File: config.mk
export PLATFORM = sky130hd
export DESIGN_NAME = sym_game_ctrl
export DESIGN_NICKNAME = d
export VERILOG_FILES = /design/src/rtl/sym_game_ctrl.sv
export SDC_FILE = /design/constraint.sdc
export NUM_CORES = 1
export LEC_CHECK = 0
export CAP_MARGIN = 0
export CELL_PAD_IN_SITES_DETAIL_PLACEMENT = 2
export CELL_PAD_IN_SITES_GLOBAL_PLACEMENT = 2
export CORE_MARGIN = 2
export CORE_UTILIZATION = 31
export CTS_CLUSTER_DIAMETER = 100
export DETAILED_ROUTE_END_ITERATION = 8
export MAX_ROUTING_LAYER = met4
export PLACE_DENSITY_LB_ADDON = 0.1
export SETUP_SLACK_MARGIN = 0.05
export SYNTH_ARGS = -nofsm -noshare
export SYNTH_HDL_FRONTEND = slang
export SYNTH_SLANG_ARGS = --single-unit
File: constraint.sdc
create_clock -name Clk100M -period 5.6 [get_ports Clk100M]
set_input_delay 0.84 -clock Clk100M [delete_from_list [all_inputs] [get_ports Clk100M]]
set_output_delay 0.84 -clock Clk100M [all_outputs]
set_load 0.005 [all_outputs]
File: src/rtl/sym_game_ctrl.sv
// Round sequencer for the symbol-counting game: gates and paces the symbol
// generator, counts target symbols and player presses, and scores each round.
module sym_game_ctrl #(
   parameter int unsigned COUNTDOWN_TICKS = 100_000_000,
   parameter int unsigned ROUND_TICKS     = 500_000_000,
   parameter int unsigned RESULT_TICKS    = 200_000_000,
   parameter int unsigned BASE_PERIOD     = 100_000_000,
   parameter int unsigned PERIOD_STEP     = 10_000_000,
   parameter int unsigned MIN_PERIOD      = 10_000_000,
   parameter int unsigned MAX_LEVEL       = 9
) (
   input  logic        Clk100M,
   input  logic        Reset,
   input  logic        start,
   input  logic        press,
   input  logic        generated,
   input  logic        special,
   output logic        genSym,
   output logic [31:0] symGenMax,
   output logic [3:0]  level,
   output logic [7:0]  targetCount,
   output logic [7:0]  pressCount,
   output logic        roundWin,
   output logic        gameOver,
   output logic [2:0]  state
);

   localparam logic [2:0] IDLE      = 3'd0;
   localparam logic [2:0] COUNTDOWN = 3'd1;
   localparam logic [2:0] PLAY      = 3'd2;
   localparam logic [2:0] RESULT    = 3'd3;
   localparam logic [2:0] OVER      = 3'd4;

   logic [31:0] timer, timer_nxt;
   logic [2:0]  state_nxt;
   logic [3:0]  level_nxt;
   logic [7:0]  target_nxt, press_nxt;

   // The generator strobe is informational only; this block never counts it.
   logic unused_generated;
   assign unused_generated = generated;

   // The subtraction is guarded so a high level clamps to the floor instead of wrapping.
   function automatic logic [31:0] period_for(input logic [3:0] lvl);
      logic [31:0] dec;
      dec = 32'(lvl) * PERIOD_STEP;
      if (dec >= BASE_PERIOD - MIN_PERIOD) return MIN_PERIOD;
      return BASE_PERIOD - dec;
   endfunction

   always_comb begin
      // NOTE: every variable gets a default first, so no path through the case can infer a latch.
      state_nxt  = state;
      timer_nxt  = timer;
      level_nxt  = level;
      target_nxt = targetCount;
      press_nxt  = pressCount;
      case (state)
         IDLE: begin
            if (start) begin
               state_nxt  = COUNTDOWN;
               timer_nxt  = '0;
               target_nxt = '0;
               press_nxt  = '0;
            end
         end
         COUNTDOWN: begin
            if (timer == COUNTDOWN_TICKS - 1) begin
               state_nxt = PLAY;
               timer_nxt = '0;
            end else begin
               timer_nxt = timer + 32'd1;
            end
         end
         PLAY: begin
            if (special && targetCount != 8'hFF) target_nxt = targetCount + 8'd1;
            if (press && pressCount != 8'hFF)    press_nxt  = pressCount + 8'd1;
            if (timer == ROUND_TICKS - 1) begin
               state_nxt = RESULT;
               timer_nxt = '0;
            end else begin
               timer_nxt = timer + 32'd1;
            end
         end
         RESULT: begin
            if (timer == RESULT_TICKS - 1) begin
               timer_nxt = '0;
               if (roundWin) begin
                  state_nxt  = COUNTDOWN;
                  target_nxt = '0;
                  press_nxt  = '0;
                  if (32'(level) < MAX_LEVEL) level_nxt = level + 4'd1;
               end else begin
                  state_nxt = OVER;
               end
            end else begin
               timer_nxt = timer + 32'd1;
            end
         end
         OVER: begin
            if (start) begin
               state_nxt = IDLE;
               level_nxt = '0;
            end
         end
         default: state_nxt = IDLE;
      endcase
   end

   // Status outputs decode the next state so they line up with the state register.
   always_ff @(posedge Clk100M) begin
      // NOTE: sequential state uses non-blocking assignments only, so every register sees pre-edge values.
      if (Reset) begin
         state       <= IDLE;
         timer       <= '0;
         level       <= '0;
         targetCount <= '0;
         pressCount  <= '0;
         genSym      <= 1'b0;
         roundWin    <= 1'b0;
         gameOver    <= 1'b0;
         symGenMax   <= BASE_PERIOD;
      end else begin
         state       <= state_nxt;
         timer       <= timer_nxt;
         level       <= level_nxt;
         targetCount <= target_nxt;
         pressCount  <= press_nxt;
         genSym      <= (state_nxt == PLAY);
         roundWin    <= (state_nxt == RESULT) && (press_nxt == target_nxt);
         gameOver    <= (state_nxt == OVER);
         symGenMax   <= period_for(level_nxt);
      end
   end

endmodule

-- Word level (Yosys, flattened, before mapping)
Cells that the tools add are included.
- bits in writable memories: 0
- word-level logic and storage cells: 68
- memories: 0
- memory bits (read-only): 0
- output and inout bits: 58
- bits in registers: 90
- latch bits: 0
- reductions and logical operators: 6
- multiplexer cells: 31
- add/sub/neg operators: 5
- multipliers: 1
- div/mod/pow operators: 0
- equal/unequal tests: 14
- order comparisons: 2
- bitwise gates (word level): 0
- shift-type cells: 0
- operator list (cell ; number):
    $mux W32 ; 6
    $pmux W32 S4 ; 1
    $mux W8 ; 8
    $pmux W8 S3 ; 2
    $add A32 B1 Y32 const B ; 1
    $eq A32 B27 Y1 const B ; 1
    $eq A32 B28 Y1 const B ; 1
    $eq A32 B29 Y1 const B ; 1
    $sub A27 B28 Y29 const A ; 1
    $ge A28 B27 Y1 const B ; 1
    $mul A4 B17 Y21 const B ; 1
    $mux W3 ; 6
    $add A8 B1 Y8 const B ; 2
    $mux W4 ; 4
    $ne A8 B8 Y1 const B ; 2
    $pmux W3 S5 ; 1
    $eq A3 B2 Y1 const B ; 4
    $eq A8 B8 Y1 ; 1
    $pmux W4 S2 ; 1
    $eq A3 B3 Y1 const B ; 2
    $add A4 B1 Y4 const B ; 1
    $lt A4 B4 Y1 const B ; 1
    $reduce_bool A4 Y1 ; 1
    $eq A3 B1 Y1 const B ; 1
    other kinds (5) ; 8

-- Depth between registers and ports, before layout
- depth in word-level cells: 10
- depth in mapped cells: 22
- gate-level depth less buffers: 21

-- Worst setup path before layout
Ideal clock, no wire load.
- kind: flip-flop to flip-flop
- start point: register timer[9]
- end point: register symGenMax[11]
- stages on the path, launching flop included: 22
- setup time: 116 ps
- arrival: 5605 ps
- required time: 5484 ps
- clock period less this slack: 5721 ps
- path buffers: 2
- slack: -121 ps
- cell sequence: dfxtp_1 -> or4_1 -> buf_2 -> nor3_4 -> nand4_1 -> and3_1 -> a21oi_1 -> inv_1 -> ha_1 -> ha_1 -> ha_1 -> fa_1 -> a211oi_1 -> nor2_1 -> o311ai_1 -> or4bb_1 -> a211oi_1 -> o31ai_4 -> a21oi_2 -> o211ai_4 -> buf_6 -> and3_1
- cells in the longest elaborated chain, start to end: 8
- elaborated cells on any way between the ends: 9
- ends and longest elaborated chain (what ; RTL line ; RTL):
    from (decl) ; 34 ; logic [31:0] timer, timer_nxt;
    from (signal assigned) ; 125 ; timer <= timer_nxt;
    $eq A32 B28 Y1 (*) ; 86 ; if (timer == RESULT_TICKS - 1) begin
    $mux W4 (*) ; 86 ;
    $pmux W4 S2 (*) ; 58 ; case (state)
    net level_nxt[1] ; 36 ; logic [3:0] level_nxt;
    $mul A4 B17 Y21 (*) ; 46 ; dec = 32'(lvl) * PERIOD_STEP;
    $ge A28 B27 Y1 ; 47 ; if (dec >= BASE_PERIOD - MIN_PERIOD) return MIN_PERIOD;
    $mux W1 ; 47 ;
    $mux W1 ; 113 ; if (Reset) begin
    $mux W32 (*) ; 48 ; return BASE_PERIOD - dec;
    to (signal assigned) ; 132 ; symGenMax <= period_for(level_nxt);
    to (decl) ; 19 ; output logic [31:0] symGenMax,
The timed path passes the listed nets; every way through them passes the cells marked *. The select of a mux whose other input is x is not followed.
A chain may end at the register's enable or synchronous reset.

-- Worst setup path after layout
- start point: register timer[31]
- end point: register symGenMax[13]
The elaborated chain is that of the path after synthesis.

==> flow_metrics.tcl <==
set metrics [dict create \
    drt_wl_total_um 22000 \
    endpoint "symGenMax[13]$_SDFF_PP1_" \
    rows 49 \
    gp_congestion 0.844 \
    max-vdd-ir-drop_v 0.000130 \
    path_clk_slew_ps 70 \
    critPathKind "register to register" \
    synth-edff-count 0 \
    worst_pin_slew_ps 1150 \
    r2r_setup_slack_ps 200 \
    detail-route-antenna-nets 0 \
    antenna_found_initial 0 \
    ioPinCount 64 \
    ys_ff_latch 79 \
    end_kind "register" \
    synth_area_leaders "dfxtp_1 28%, ha_1 6.6%, nor2_1 5.2%" \
    die_y_um 140 \
    clock-sinks 79 \
    drt-initial-drc-count 229 \
    synth_cell_type_count 80 \
    design.die.area_sq_mm 0.0196 \
    fill_cells 2034 \
    htreeDepth 3 \
    finalCritPeriodShare_pct 96.4 \
    async_flop_share_pct 0 \
    worstReg2RegStart "timer[31]$_SDFFE_PP0P_" \
    routedWlPerCell_um 20.4 \
    whs_ps 493 \
    grt_pass1_vias 6616 \
    finClkSkew_ps 10.8 \
    grt_pass1_wl_um 35100 \
    final_util_pct 42.1 \
    via_per_inst 5.63 \
    fin_ws_ps 203 \
    drc 0 \
    leakagePower_nw 2.82 \
    multi_input_area_sq_mm 0.00409 \
    slew_violations 0 \
    final_layout_size_suffix_gt1_share_pct 19.5 \
    worstPathMaxFanout 5 \
    synthCells 724 \
    arrival_ps 5650 \
    synthToLayoutAreaGrowth_pct 32.6 \
    critical_path_required_ps 5850 \
    gr-total-overflow 0 \
    die_x_um 140 \
    cp-start-kind "register" \
    ys_dominant_reg_cell "dfxtp_1" \
    place_ws_ps -270 \
    finalNonFillerCells 1081 \
    seq_area_frac_synth_pct 27.6 \
    dr.pass1.iters 5 \
    ys_warn_count 0 \
    cp_cell_sequence "or4_4 -> nor3_4 -> nand4_1 -> and3_1 -> a21oi_2 -> inv_1 -> ha_1 -> ha_1 -> ha_1 -> fa_2 -> a211oi_4 -> nor2_2 -> buf_4 -> nor3_1 -> or4bb_4 -> nor4_2 -> nand3b_1 -> a21oi_4 -> o211ai_4 -> a31o_2" \
    min_period_ps 5400 \
    fin_nets 885 \
    min_from "timer[31]$_SDFFE_PP0P_" \
    synth_top_cells_by_count "79 x dfxtp_1, 79 x nor2_1, 59 x a21oi_1" \
    initial_core_util_pct 31.8 \
    setup_viol 0 \
    worstReg2RegEnd "symGenMax[13]$_SDFF_PP1_" \
    cts_buffers 9 \
    reg2reg_depth 20 \
    dp_hpwl_um 16100 \
    diodes 0 \
    hold_violations 0 \
    slowest_delay_ps 570 \
    grt_max_degree 68 \
    clk_path_buf_depth 2 \
    port_buffers 55 \
    yosysTopAreaCell "dfxtp_1" \
    slew_headroom_pct 23.6 \
    worstSetupStartpoint "timer[31]$_SDFFE_PP0P_" \
    syn_area_sq_mm 0.00572 \
    place_inst 1055 \
    clock-root-buffer "clkbuf_16" \
    hold_path_class "register to register" \
    avgSynthCellArea_sq_um 7.90 \
    p_per_area_mw_per_mm2 172 \
    clk_latency_ps 360 \
    seq_area_sq_mm 0.00158 \
    dr_total_vias 6083 \
    status "finished, final reports clean" \
    timing.fmax_ghz 0.185 \
    cts_tree "built" \
    synth_top_cell_area_share_pct 27.6 \
    drv_cap 0 \
    track_usage_pct 22.8 \
    crit_top_cell "ha_1" \
    coreArea_sq_mm 0.0180 \
    crit_path_top_delay_cell "or4_4" \
]
## critical path: cells and delay by family (launching register included)
family | cells | cell delay, ps
buf+inv | 2 | 240
compound gates | 5 | 1210
flops | 1 | 330
simple gates | 9 | 2320
fa+ha+maj | 4 | 1210
## cell type report
cell class | instances | share of cell area, %
well taps | 229 | 3.78
clock buffers | 10 | 3.15
multi-input cells | 594 | 53.9
inverters | 18 | 0.923
repair buffers | 145 | 16.1
clock inverters | 6 | 1.22
flip-flops and latches | 79 | 20.9
## worst min path at each step
stage	end	slack, ps	depth (start not counted)
final	timer[31]$_SDFFE_PP0P_	490	2
after CTS	timer[31]$_SDFFE_PP0P_	490	2
after global routing	timer[31]$_SDFFE_PP0P_	520	2
after global placement	timer[31]$_SDFFE_PP0P_	450	2
after detailed placement	timer[31]$_SDFFE_PP0P_	480	2
after floorplan	timer[31]$_SDFFE_PP0P_	430	2
## layout by cell type, fill, tap and decap left out, types with 5 or more instances in the layout
cell and n:
nor2b_1 9, or3_1 6, nor4_1 8, a211oi_1 7, nand2_1 45, nand2b_1 9
or2_2 7, a21oi_1 57, buf_4 89, a31oi_1 12, and2_1 10, inv_1 16
nand3_1 26, xnor2_1 25, nor2_1 76, xor2_1 14, a31o_2 6, dfxtp_1 77
nand4_1 21, o21ai_0 37, nor3_1 27, ha_1 26, nor3b_1 17, nand3b_1 10
conb_1 9, clkdlybuf4s50_1 54, and3_1 19, clkbuf_16 9, o22ai_1 5
## metal layers
layer	vias up	GRT usage [%]	part of all wire (%)
met2	69	41.2	52
met1	3083	27.0	45
met4	0	5.37	1.3
met3	25	2.79	2.0
li1	2906	-	-
met5	-	-	0
## power breakdown
group	internal, mW	switching [mW]	total (mW)
combinational	0.0204	0.0468	0.0672
sequential	0.564	0.00122	0.565
clock	0.405	0.265	0.670
total	0.989	0.313	1.30
## timing repair
item	in CTS	in global routing
cloned	1	1
pin swaps	5	18
hold buffers	0	0
endpoints found under the hold margin	0	0
setup buffers	2	6
resized for setup	9	25
setup endpoints to repair	17	18
## state kept, by name (all words and copies together), names as in the netlist
signal	count
pressCount	8
level	4
genSym	1
targetCount	8
timer	32
roundWin	1
state	3
gameOver	1
symGenMax	21
## cell families (layout without fill, tap and decap cells)
logic type / after synthesis / after routing / synth area share (%)
and+or+nand+nor: 322 / 322 / 31.2
AOI/OAI and AO/OA: 182 / 184 / 21.1
DFF: 79 / 79 / 27.6
buffers and inverters: 61 / 179 / 5.05
xor gates and xnor gates: 43 / 43 / 6.97
adders and majority gates: 32 / 32 / 7.26
muxes: 4 / 4 / 0.700
other: 1 / 9 / 0.0655
## stage by stage
step / TNS [ps] / total power, mW / instance area [sq um]
2_1_floorplan: 0 / 0.623 / 5770
3_3_place_gp: -2010 / 0.642 / 7000
3_5_place_dp: -3520 / 0.645 / 7000
4_1_cts: 0 / 1.32 / 7400
5_1_grt: -48.3 / 1.35 / 7590
6_report: 0 / 1.30 / 7590
Note: power is estimated with default switching activity, not from simulation.
